$ cat src/rtl/id_ex_cond_stage.sv
// id_ex_cond_stage: decode-to-execute pipeline register with the NZCV flag register and
// condition-code gating of the side-effecting controls.
//
// Build option: define COND_EXEC_EN to enable full condition-code evaluation. When it is
// undefined, every valid instruction executes and writes flags unconditionally.
//
// Ports:
//   clk, rst             clock, asynchronous active-low reset
//   StallE, FlushE       hazard unit: hold / bubble the E slot (flush wins)
//   *D                   decoder controls, condition, operands, destination
//   ALUFlags             {N,Z,C,V} from the execute ALU for the current E instruction
//   *E                   registered E-stage fields; PCSrcE/RegWriteE/MemWriteE/BranchE gated
//   CondExE              E instruction is valid and its condition holds
//   FlagsE               architectural flag register {N,Z,C,V}
//   ValidE               E slot holds a real instruction
module id_ex_cond_stage #(
    parameter int unsigned WIDTH = 32
) (
    input  logic             clk,
    input  logic             rst,
    input  logic             StallE,
    input  logic             FlushE,
    input  logic             PCSrcD,
    input  logic             RegWriteD,
    input  logic             MemtoRegD,
    input  logic             MemWriteD,
    input  logic             BranchD,
    input  logic             ALUSrcD,
    input  logic             ALUSelD,
    input  logic [2:0]       ALUControlD,
    input  logic [1:0]       FlagWriteD,
    input  logic [3:0]       CondD,
    input  logic [WIDTH-1:0] RD1D,
    input  logic [WIDTH-1:0] RD2D,
    input  logic [WIDTH-1:0] ExtImmD,
    input  logic [3:0]       WA3D,
    input  logic [3:0]       ALUFlags,
    output logic [2:0]       ALUControlE,
    output logic             ALUSelE,
    output logic             ALUSrcE,
    output logic             MemtoRegE,
    output logic [WIDTH-1:0] RD1E,
    output logic [WIDTH-1:0] RD2E,
    output logic [WIDTH-1:0] ExtImmE,
    output logic [3:0]       WA3E,
    output logic             PCSrcE,
    output logic             RegWriteE,
    output logic             MemWriteE,
    output logic             BranchE,
    output logic             CondExE,
    output logic [3:0]       FlagsE,
    output logic             ValidE
);

    // Control bits packed {PCSrc, RegWrite, MemtoReg, MemWrite, Branch, ALUSrc, ALUSel}
    logic [6:0]       ctrl_d, ctrl_q;
    logic [2:0]       alu_ctrl_d, alu_ctrl_q;
    logic [1:0]       flag_wr_d, flag_wr_q;
    logic [3:0]       cond_d, cond_q;
    logic [WIDTH-1:0] rd1_d, rd1_q;
    logic [WIDTH-1:0] rd2_d, rd2_q;
    logic [WIDTH-1:0] imm_d, imm_q;
    logic [3:0]       wa3_d, wa3_q;
    logic             valid_d, valid_q;
    logic [3:0]       flags_d, flags_q;

    logic             cond_ok;
    logic             cond_ex;
    logic             flag_upd;

    logic n_f, z_f, c_f, v_f;
    assign {n_f, z_f, c_f, v_f} = flags_q;

`ifdef COND_EXEC_EN
    always_comb begin
        cond_ok = 1'b0;
        unique case (cond_q)
            4'b0000: cond_ok = z_f;
            4'b0001: cond_ok = !z_f;
            4'b0010: cond_ok = c_f;
            4'b0011: cond_ok = !c_f;
            4'b0100: cond_ok = n_f;
            4'b0101: cond_ok = !n_f;
            4'b0110: cond_ok = v_f;
            4'b0111: cond_ok = !v_f;
            4'b1000: cond_ok = c_f && !z_f;
            4'b1001: cond_ok = !c_f || z_f;
            4'b1010: cond_ok = (n_f == v_f);
            4'b1011: cond_ok = (n_f != v_f);
            4'b1100: cond_ok = !z_f && (n_f == v_f);
            4'b1101: cond_ok = z_f || (n_f != v_f);
            4'b1110: cond_ok = 1'b1;
            4'b1111: cond_ok = 1'b0;
        endcase
    end
`else
    assign cond_ok = 1'b1;
    // Condition and flag values are carried but not consulted in this build.
    logic unused_cond;
    assign unused_cond = ^{cond_q, flags_q};
`endif

    // Bubbles never execute; a stalled instruction must not write flags twice on replay.
    assign cond_ex  = valid_q && cond_ok;
    assign flag_upd = cond_ex && !StallE;

    always_comb begin
        ctrl_d     = ctrl_q;
        alu_ctrl_d = alu_ctrl_q;
        flag_wr_d  = flag_wr_q;
        cond_d     = cond_q;
        rd1_d      = rd1_q;
        rd2_d      = rd2_q;
        imm_d      = imm_q;
        wa3_d      = wa3_q;
        valid_d    = valid_q;
        if (FlushE) begin
            ctrl_d     = '0;
            alu_ctrl_d = '0;
            flag_wr_d  = '0;
            cond_d     = '0;
            rd1_d      = '0;
            rd2_d      = '0;
            imm_d      = '0;
            wa3_d      = '0;
            valid_d    = 1'b0;
        end else if (!StallE) begin
            ctrl_d     = {PCSrcD, RegWriteD, MemtoRegD, MemWriteD, BranchD, ALUSrcD, ALUSelD};
            alu_ctrl_d = ALUControlD;
            flag_wr_d  = FlagWriteD;
            cond_d     = CondD;
            rd1_d      = RD1D;
            rd2_d      = RD2D;
            imm_d      = ExtImmD;
            wa3_d      = WA3D;
            valid_d    = 1'b1;
        end
    end

    // Flush does not gate this: the instruction leaving E still commits its flags.
    always_comb begin
        flags_d = flags_q;
        if (flag_upd && flag_wr_q[1]) flags_d[3:2] = ALUFlags[3:2];
        if (flag_upd && flag_wr_q[0]) flags_d[1:0] = ALUFlags[1:0];
    end

    always_ff @(posedge clk or negedge rst) begin
        if (!rst) begin
            ctrl_q     <= '0;
            alu_ctrl_q <= '0;
            flag_wr_q  <= '0;
            cond_q     <= '0;
            rd1_q      <= '0;
            rd2_q      <= '0;
            imm_q      <= '0;
            wa3_q      <= '0;
            valid_q    <= 1'b0;
            flags_q    <= '0;
        end else begin
            ctrl_q     <= ctrl_d;
            alu_ctrl_q <= alu_ctrl_d;
            flag_wr_q  <= flag_wr_d;
            cond_q     <= cond_d;
            rd1_q      <= rd1_d;
            rd2_q      <= rd2_d;
            imm_q      <= imm_d;
            wa3_q      <= wa3_d;
            valid_q    <= valid_d;
            flags_q    <= flags_d;
        end
    end

    assign PCSrcE      = ctrl_q[6] && cond_ex;
    assign RegWriteE   = ctrl_q[5] && cond_ex;
    assign MemtoRegE   = ctrl_q[4];
    assign MemWriteE   = ctrl_q[3] && cond_ex;
    assign BranchE     = ctrl_q[2] && cond_ex;
    assign ALUSrcE     = ctrl_q[1];
    assign ALUSelE     = ctrl_q[0];
    assign ALUControlE = alu_ctrl_q;
    assign RD1E        = rd1_q;
    assign RD2E        = rd2_q;
    assign ExtImmE     = imm_q;
    assign WA3E        = wa3_q;
    assign CondExE     = cond_ex;
    assign FlagsE      = flags_q;
    assign ValidE      = valid_q;

endmodule

$ cat config.mk
export PLATFORM = sky130hd
export DESIGN_NAME = id_ex_cond_stage
export DESIGN_NICKNAME = d
export VERILOG_FILES = /design/src/rtl/id_ex_cond_stage.sv
export SDC_FILE = /design/constraint.sdc
export NUM_CORES = 1
export LEC_CHECK = 0
export BUFFER_PORTS_ARGS = -buffer_cell sky130_fd_sc_hd__buf_2
export CORE_MARGIN = 2
export CORE_UTILIZATION = 46
export DETAILED_ROUTE_END_ITERATION = 8
export PLACE_DENSITY = 0.87
export SYNTH_ARGS = -nofsm -noshare
export SYNTH_HDL_FRONTEND = slang
export SYNTH_SLANG_ARGS = --single-unit
$ cat constraint.sdc
create_clock -name clk -period 1.2 [get_ports clk]
set_input_delay 0.06 -clock clk [delete_from_list [all_inputs] [get_ports clk]]
set_output_delay 0.06 -clock clk [all_outputs]
set_load 0.01 [all_outputs]
======== After elaboration in Yosys (flattened, before gate mapping) ========
Cells that the tools add are included.
operators by class
  eq/ne operators ......................... 1
  mux-type cells .......................... 16
  reductions and logical operators ........ 8
operators by type and width
  cell                                                   count
  2-to-1 mux 32 bit                                      6
  2-to-1 mux 7 bit                                       2
  2-to-1 mux 4 bit                                       2
  logical AND 1 bit                                      7
  2-to-1 mux 3 bit                                       2
  2-to-1 mux 2 bit                                       2
  2-to-1 mux 1 bit                                       2
  inequality test 2 x 1 -> 1 bit, second input constant  1
  logical NOT 1 bit                                      1
storage, ports and cells
  flip-flop bits (word level) ............. 117
  output and inout bits ................... 116

======== Longest topological paths before layout ========
Gate-level depths: netlist of run 1.
  word-level depth ........................ 3
  depth in mapped cells ................... 5

======== Least setup slack after synthesis of run 1 ========
No wires, ideal clock.
  path type ............................... register to register
  start ................................... register valid_q (netlist: CondExE)
  end ..................................... register flags_q[0] (netlist: FlagsE[0])
  arrival time ............................ 0.910 ns
  required time ........................... 1.075 ns
  slack ................................... 0.166 ns
  cell stages (with the launch flop) ...... 3
  buffers on the path ..................... 0
  clock period less this slack ............ 1.034 ns
  cells stage by stage .................... dfrtp_1 nand3b_1 mux2_2
on the way
  word-level cells in the longest chain between the ends .. 2
RTL lines
  item                    line  RTL
  start, declared         64    logic valid_d, valid_q;
  start signal, assigned  168   valid_q <= valid_d;
  logical AND 1 bit       105   assign flag_upd = cond_ex && !StallE;
  logical AND 1 bit       144   if (flag_upd && flag_wr_q[0]) flags_d[1:0] = ALUFlags[1:0];
  end signal, assigned    169   flags_q <= flags_d;
  end, declared           65    logic [3:0] flags_d, flags_q;
No other way between the ends.
A chain may end at the register's enable or synchronous reset.

======== Worst setup path after layout of run 1 ========
  start ................................... register valid_q (netlist: CondExE)
  end ..................................... output port BranchE
on the way
  word-level cells in the longest chain between the ends .. 1
RTL lines
  item               line  RTL
  logical AND 1 bit  177   assign BranchE = ctrl_q[2] && cond_ex;
  end, declared      49    output logic BranchE,
No other way between the ends.

==> impl_metrics.ini, run 1 <==
[synthesis]
synth_top_area_frac = 0.611
ys_ff_latch = 117
synth_cell_type_count = 14
avgSynthCellArea_um2 = 12.6
synthTopCellsByArea = dfrtp_1, mux2i_1, nor2_1, buf_8, buf_4
synth_nets = 504
synth_warnings = 0
synthArstFlopShare = 1.00
synth_most_common_cell = dfrtp_1
synth_ff_type = dfrtp_1
yosysTopAreaCell = dfrtp_1
netlist_area_mm2 = 0.00479
synth-edff-count = 0
syn-instance-count = 380
synth_common_cells = dfrtp_1, mux2i_1, nor2_1, buf_2
ys_seq_area_frac = 0.611

[timing]
rsz0062_at_grt = true
setup_ws_ps = -154
hold_viol = 0
finalSetupViolations = 10
tightestPinTransition_ps = 317
tns_ps = -1010
slew_headroom = 0.789
period_share = 1.13
final-max-slew-violation-count = 0
finalCriticalPeriod_ps = 1350
fin_skew_ps = 1.15
fmax_mhz = 739

[die]
rows = 37
initial_utilization = 0.468
core_mm2 = 0.0102
dieArea_mm2 = 0.0112
ios = 240
die_h_um = 106
dieWidth_um = 106

[worst_setup_path]
crit_path_end_kind = output port
worstPathRequired_ps = 1140
r2r_start = CondExE
arrival_ps = 1290
startpoint = CondExE
r2r_cells = 4
cp_max_fo = 6
reg2reg_to = FlagsE[2]
r2r_slack_ps = -50
crit_end = BranchE
criticalPathCategory = reg -> out
cp-start-kind = flip-flop

[place]
preCtsSetupSlack_ps = 171
port_buffers = 235
placed_cell_area_mm2 = 0.00610
gp_congestion = 0.761
dp_hpwl_mm = 8.09

[clock_tree]
htreeDepth = 4
cts_buffer_depth = 2
clk-insertion-delay-late_ps = 500
path_clk_slew_ps = 60
cts_made_buffers = 17
root_buffer = clkbuf_8
cts_tree = built
numClockSinks = 117

[cells_and_area]
finalNetCount = 868
utilization = 0.776
final_cell_area_mm2 = 0.00794
drive_above_1_share = 0.383
antennaDiodeCount = 0
area_growth_pct = 65.7

[power]
power-per-cell-area_mw_per_mm2 = 1340
p_leak_nw = 4.42
vdd_drop_max_uv = 754

[routing]
num_vias = 4399
drt_wl_total_mm = 15.1
antenna_left = 0
wl_per_cell_um = 16.9
drc = 0
viasPerCell = 4.93
first_pass_iters = 5
drtIter0Drc = 204

[status]
violations = setup timing
status = finished with violations

[global_routing]
gr-total-overflow = 0
antenna_found_initial = 0
grt_max_degree = 61
grt_usage = 0.277
grt_pass1_vias = 4804
grt_pass1_wl_mm = 24.1

[min_path]
min-delay-path-class = in -> async

[run]
drv_cap = 0
where the power goes:
| part | internal [W] | total, W | switching (W) |
|---|---|---|---|
| logic | 0.000910 | 0.00171 | 0.000796 |
| clock network | 0.00289 | 0.00461 | 0.00172 |
| registers | 0.00420 | 0.00436 | 0.000156 |
| total | 0.00800 | 0.0107 | 0.00267 |
state kept, by name (all words and copies together), names as in the netlist:
register,cells
WA3E,4
ExtImmE,32
flag_wr_q,2
RD1E,32
FlagsE,4
RD2E,32
CondExE,1
ALUControlE,3
ctrl_q,7
metrics by stage:
| step | cells | total power (W) | hold WS, ps |
|---|---|---|---|
| 4_1_cts | 892 | 0.0106 | 95.4 |
| 3_5_place_dp | 738 | 0.00569 | 95.5 |
| 6_report | 893 | 0.0107 | 113 |
| 2_1_floorplan | 380 | 0.00505 | -236 |
| 5_1_grt | 893 | 0.0111 | 125 |
| 3_3_place_gp | 738 | 0.00563 | 85.4 |
timing repair:
item	4_1_cts	5_1_grt
setup buffers	3	1
hold buffers	119	0
endpoints found under the setup margin	5	6
endpoints found under the hold margin	234	0
resized for setup	6	11
cell families (layout without fill, tap and decap cells):
group,count (synthesis),in the layout,share of synthesized area
multiplexers,116,116,0.244
AO/OA/AOI/OAI,1,1,0.00104
flip-flops,117,117,0.611
AND/OR/NAND/NOR,118,118,0.0962
buffers and inverters,28,405,0.0478
cell usage in the layout, fill, tap and decap left out:
master / instances
clkinv_2: 5
clkbuf_1: 3
a21oi_1: 1
and2_4: 4
inv_1: 1
dlygate4sd3_1: 119
buf_6: 9
nor2_1: 112
buf_2: 226
nand3b_1: 2
buf_4: 12
clkbuf_8: 4
buf_12: 6
clkbuf_16: 16
clkinvlp_4: 3
bufinv_16: 1
mux2i_1: 112
mux2_4: 4
dfrtp_1: 117
worst max-delay path, stage by stage, from the launching register on:
cell,delay [ps]
dfrtp_1,400
buf_6,140
and2_4,140
buf_6,120
per-layer routing:
metal / vias up / global-route usage / wire length, um / share of wire
met3: 51 / 0.0840 / 1140 / 0.075
met2: 242 / 0.485 / 7760 / 0.51
met1: 2120 / 0.307 / 5740 / 0.38
li1: 1986 / - / - / -
met5: - / 0 / 0 / 0
met4: 0 / 0.137 / 470 / 0.031
layout make-up:
type	instances	area [um^2]
timing repair buffer	372	2630
clock inverter	9	77.6
inverter	1	3.75
multi-input combinational	235	1660
tap	136	170
clock buffer	23	467
sequential	117	2930
fill	577	2290
how the worst min path moves through the flow:
| stage | endpoint | cells past startpoint | start |
|---|---|---|---|
| detailed placement | ExtImmE[4] | 2 | rst |
| finish | ExtImmE[6] | 3 | rst |
| global placement | ExtImmE[6] | 2 | rst |
| CTS | ExtImmE[4] | 3 | rst |
| global route | ExtImmE[4] | 3 | rst |
| floorplan | ALUControlE[0] | 0 | rst |
(Power assumes the default switching activity.)
==> inputs of run 2 (changes only) <==
Clock period 1.2 ns to 1.3 ns, I/O delays scaled along.
==> run 2 against run 1 <==
  * The run still ends with setup timing left
  * Clock skew rose by 8.1 ps
  * Sequential power decreased by 7.8%
  * Clock power hardly changed
  * Combinational power is 11% lower
  * Die area is the same
  * Critical path depth shrank 1
  * Global-route usage barely moved
  * Critical endpoint is now PCSrcE
  * Utilization down 0.60 points
  * Power down 4.8%
==> impl_metrics.ini, run 2 (synthesis gave the netlist of run 1 again) <==
[worst_setup_path]
worstPathRequired_ps = 1240
crit_path_end_kind = output port
criticalPathCategory = reg -> out
cp_slowest_stage_delay_ps = 440
cp-start-kind = flip-flop
arrival_ps = 1250
cp_max_fo = 6
crit_chain = and2_4, buf_6
slowest_stage = dfrtp_2
r2r_cells = 3

[global_routing]
grt_pass1_wl_mm = 24.0
gr-total-overflow = 0
grt_pass1_vias = 4765
grt_usage = 0.277
antenna_found_initial = 0
grt_max_degree = 114

[status]
status = finished with violations
violations = setup timing

[routing]
viasPerCell = 4.90
antenna_left = 0
num_vias = 4344
drc = 0
wl_per_cell_um = 17.3
first_pass_iters = 6
drtIter0Drc = 213
drt_wl_total_mm = 15.3

[timing]
fin_skew_ps = 9.25
hold_viol = 0
finalSetupViolations = 4
slew_headroom = 0.671
final-max-slew-violation-count = 0
tightestPinTransition_ps = 494
rsz0062_at_grt = true
finalCriticalPeriod_ps = 1310
setup_ws_ps = -10.9
fmax_mhz = 763
period_share = 1.01

[cells_and_area]
multi_input_area_mm2 = 0.00164
drive_above_1_share = 0.379
finalNetCount = 862
seq_area_mm2 = 0.00293
final_common_cell = buf_2
final_cell_area_mm2 = 0.00788
final_cell_mix = buf_2, dlygate4sd3_1, dfrtp_1, mux2i_1, nor2_1
num-fill-cells = 577
area_growth_pct = 64.5
antennaDiodeCount = 0

[die]
dieArea_mm2 = 0.0112
rows = 37
core_mm2 = 0.0102
dieWidth_um = 106
ios = 240
die_h_um = 106
initial_utilization = 0.468

[min_path]
min-delay-path-class = in -> reg
holdPathStages = 3

[clock_tree]
cts_made_buffers = 17
root_buffer = clkbuf_8
htreeDepth = 4
numClockSinks = 117
clk-insertion-delay-late_ps = 510
path_clk_slew_ps = 60
cts_buffer_depth = 2
cts_tree = built

[place]
preCtsSetupSlack_ps = 229
placed_cell_area_mm2 = 0.00606
dp_hpwl_mm = 7.90
port_buffers = 235
gp_congestion = 0.754

[power]
p_sw_frac = 0.246
switching_power_w = 0.00250
p_comb_frac = 0.150
vdd_drop_max_uv = 712
p_int_w = 0.00767
p_clk_frac = 0.454
p_leak_nw = 4.38
power-per-cell-area_mw_per_mm2 = 1290
p_seq_frac = 0.396

[run]
drv_cap = 0
==> run 2: cell count changes in the layout (fill, tap and decap cells not counted), moves of 2 or more <==
cell / delta
buf_4: -4
buf_6: -4
mux2_2: +4
mux2_4: -4
buf_2: +3
bufinv_16: +2
==> run 2: final timing paths <==
path,from,endpoint,slack (ps)
setup reg to reg,ExtImmE[29],ExtImmE[29],50
max in group asynchronous,rst,RD1E[28],390
hold reg to reg,RD1E[14],RD1E[14],520
setup / recovery,CondExE,PCSrcE,-10
min in group asynchronous,rst,ExtImmE[5],120
hold / removal,StallE,flag_wr_q[1],0.05
==> run 2: stage by stage <==
stage / TNS (ps) / std cells / power (W) / util / hold WS [ps]
floorplan: 0 / 380 / 0.00466 / - / -231
global placement: 0 / 734 / 0.00518 / 0.592 / -85.5
detailed placement: 0 / 734 / 0.00524 / 0.592 / -83.1
CTS: -55.3 / 890 / 0.0101 / 0.771 / 0.440
global route: -252 / 886 / 0.0105 / 0.770 / 10.1
finish: -33.7 / 886 / 0.0102 / 0.770 / 0.0451
==> run 2: layout make-up <==
cell class,instances,area share
Inverter,1,0.000477
Timing Repair Buffer,366,0.324
Clock buffer,21,0.0570
Clock inverter,10,0.0165
Sequential cell,117,0.372
Tap cell,136,0.0216
Multi-Input combinational cell,235,0.208
==> run 2: timing repair <==
| item | 4_1_cts | 5_1_grt |
|---|---|---|
| resized for setup | 4 | 8 |
| gates cloned | 0 | 0 |
| endpoints found under the setup margin | 4 | 10 |
| hold endpoints to repair | 233 | 0 |
| buffers inserted | 2 | 0 |
| hold buffers | 123 | 0 |
| pin swaps | 0 | 1 |
==> run 2: power groups by stage <==
| stage | combinational (W) | sequential (W) | clock [W] |
|---|---|---|---|
| after floorplan | 0.000499 | 0.00416 | 0 |
| after global placement | 0.00114 | 0.00404 | 0 |
| after detailed placement | 0.00117 | 0.00406 | 0 |
| after CTS | 0.00148 | 0.00400 | 0.00462 |
| after global routing | 0.00164 | 0.00404 | 0.00484 |
| final | 0.00152 | 0.00402 | 0.00462 |
==> run 2: layer usage <==
metal	wire, um	GRT usage	part of all wire	vias up
met5	0	0	0	-
met4	440	0.112	0.029	0
met3	1160	0.0889	0.076	42
met2	7830	0.484	0.51	221
met1	5920	0.314	0.39	2099
li1	-	-	-	1982
==> run 2: critical path, delay by kind of cell (launching register included) <==
family        cells  cell delay, ps
simple gates      1             170
buf+inv           1             110
flops             1             440
==> inputs of run 3 (changes only) <==
Settings changed: BUFFER_PORTS_ARGS -buffer_cell sky130_fd_sc_hd__buf_2 to -buffer_cell sky130_fd_sc_hd__clkbuf_2.
Clock period 1.3 ns to 1.22 ns, I/O delays scaled along.
==> run 3 against run 2 <==
  * The flow still finishes with violations (setup timing)
  * Sequential power grew 6.7%
  * Clock skew shrank 1.5 ps
  * Worst setup slack lost 75 ps
  * Wire length shrank 2.6%
  * Non-clock buffer count is the same
  * Sequential cell count is the same
  * Combinational power grew 7%
  * Sequential share of layout area shrank 0.12 points
  * Clock power grew 12%
  * Critical path depth is the same
  * Largest power group unchanged
  * Largest cell class unchanged
  * Register-to-register slack lost 50 ps
==> impl_metrics.ini, run 3 (synthesis gave the netlist of run 1 again) <==
[status]
status = finished with violations
violations = setup timing

[die]
ios = 240
dieArea_mm2 = 0.0112
die_h_um = 106
initial_utilization = 0.468
dieWidth_um = 106
rows = 37
core_mm2 = 0.0102

[clock_tree]
root_buffer = clkbuf_8
path_clk_slew_ps = 60
htreeDepth = 4
clk-insertion-delay-late_ps = 500
numClockSinks = 117
cts_buffer_depth = 2
cts_made_buffers = 17
cts_tree = built

[routing]
drt_wl_total_mm = 15.0
viasPerCell = 4.98
drc = 0
antenna_left = 0
drtIter0Drc = 255
first_pass_iters = 4
num_vias = 4419
wl_per_cell_um = 16.8

[place]
port_buffers = 235
preCtsSetupSlack_ps = 93.0
gp_congestion = 0.736
dp_hpwl_mm = 7.99
place_inst = 734

[timing]
tightestPinTransition_ps = 632
finalCriticalPeriod_ps = 1310
finalSetupViolations = 6
slew_headroom = 0.578
period_share = 1.07
fin_skew_ps = 7.70
final-max-slew-violation-count = 0
rsz0062_at_grt = true
tns_ps = -453
setup_ws_ps = -86.2
fmax_mhz = 766
hold_viol = 0

[cells_and_area]
final_common_cell = clkbuf_2
num-fill-cells = 565
drive_above_1_share = 0.378
final_cell_mix = clkbuf_2, dlygate4sd3_1, dfrtp_1, mux2i_1, nor2_1
finalNetCount = 862
fin_cells = 888
area_growth_pct = 65.0

[worst_setup_path]
critPathTopFamily = flip-flops
r2r_cells = 3
crit_path_end_kind = output port
worst-path-buf-inv = 1
crit_chain = and2_1, clkbuf_2
cp-start-kind = flip-flop
timing.critical_path.depth = 2
slowest_stage = dfrtp_2
arrival_ps = 1250
worstPathRequired_ps = 1160
r2r_start = CondExE
reg2reg_to = FlagsE[3]
r2r_slack_ps = 0
cp_max_fo = 7
cp_slowest_stage_delay_ps = 450
criticalPathCategory = reg -> out

[global_routing]
grt_pass1_wl_mm = 24.1
antenna_found_initial = 0
gr-total-overflow = 0
grt_pass1_vias = 4770
grt_max_degree = 118
grt_usage = 0.275

[run]
drv_cap = 0

[power]
p_total_w = 0.0111
vdd_drop_max_uv = 1090
p_leak_nw = 4.35
power-per-cell-area_mw_per_mm2 = 1400

[min_path]
min-delay-path-class = in -> async
run 3: changes by cell type in the layout (fill, tap and decap cells not counted), moves of 3 or more:
cell / previous run / this run
buf_6: 5 / 1
clkinv_2: 5 / 2
clkbuf_2: 0 / 231
buf_2: 229 / 1
run 3: metrics by stage:
step	hold WS, ps	utilization	area (um^2)
2_1_floorplan	-235	-	4790
3_3_place_gp	182	0.592	6060
3_5_place_dp	200	0.592	6060
4_1_cts	193	0.771	7890
5_1_grt	233	0.772	7900
6_report	182	0.772	7900
run 3: area by class of cell:
class,count,area [um^2],area share
Inverter,1,3.75,0.000475
Sequential cell,117,2930,0.371
Multi-Input combinational cell,235,1640,0.208
Timing Repair Buffer,366,2530,0.320
Clock buffer,20,445,0.0564
Clock inverter,12,178,0.0225
Tap cell,136,170,0.0215
Antenna cell,1,2.50,0.000317
run 3: worst max path at each step:
stage	start	end
6_report	CondExE	BranchE
4_1_cts	CondExE	ValidE
3_5_place_dp	CondExE	FlagsE[3]
5_1_grt	CondExE	BranchE
2_1_floorplan	CondExE	FlagsE[0]
3_3_place_gp	CondExE	FlagsE[0]
run 3: worst register-to-register path, stage by stage, from the launching register on:
cell and delay, ps:
dfrtp_2 450, buf_4 160, nand3b_1 160, mux2_4 330
run 3: power breakdown:
group | internal [W] | total (W) | switching, W
Clock | 0.00342 | 0.00516 | 0.00174
Sequential | 0.00413 | 0.00429 | 0.000159
Combinational | 0.000846 | 0.00163 | 0.000781
Total | 0.00840 | 0.0111 | 0.00268
run 3: timing repair:
item | CTS | global route
setup endpoints to repair | 6 | 8
endpoints found under the hold margin | 234 | 0
hold buffers | 119 | 0
resized for setup | 1 | 4
buffers inserted | 2 | 0
run 3: routing by layer:
layer | global-route usage | share of wire
met1 | 0.318 | 0.39
met2 | 0.459 | 0.51
met3 | 0.0969 | 0.076
met5 | 0 | 0
met4 | 0.130 | 0.032
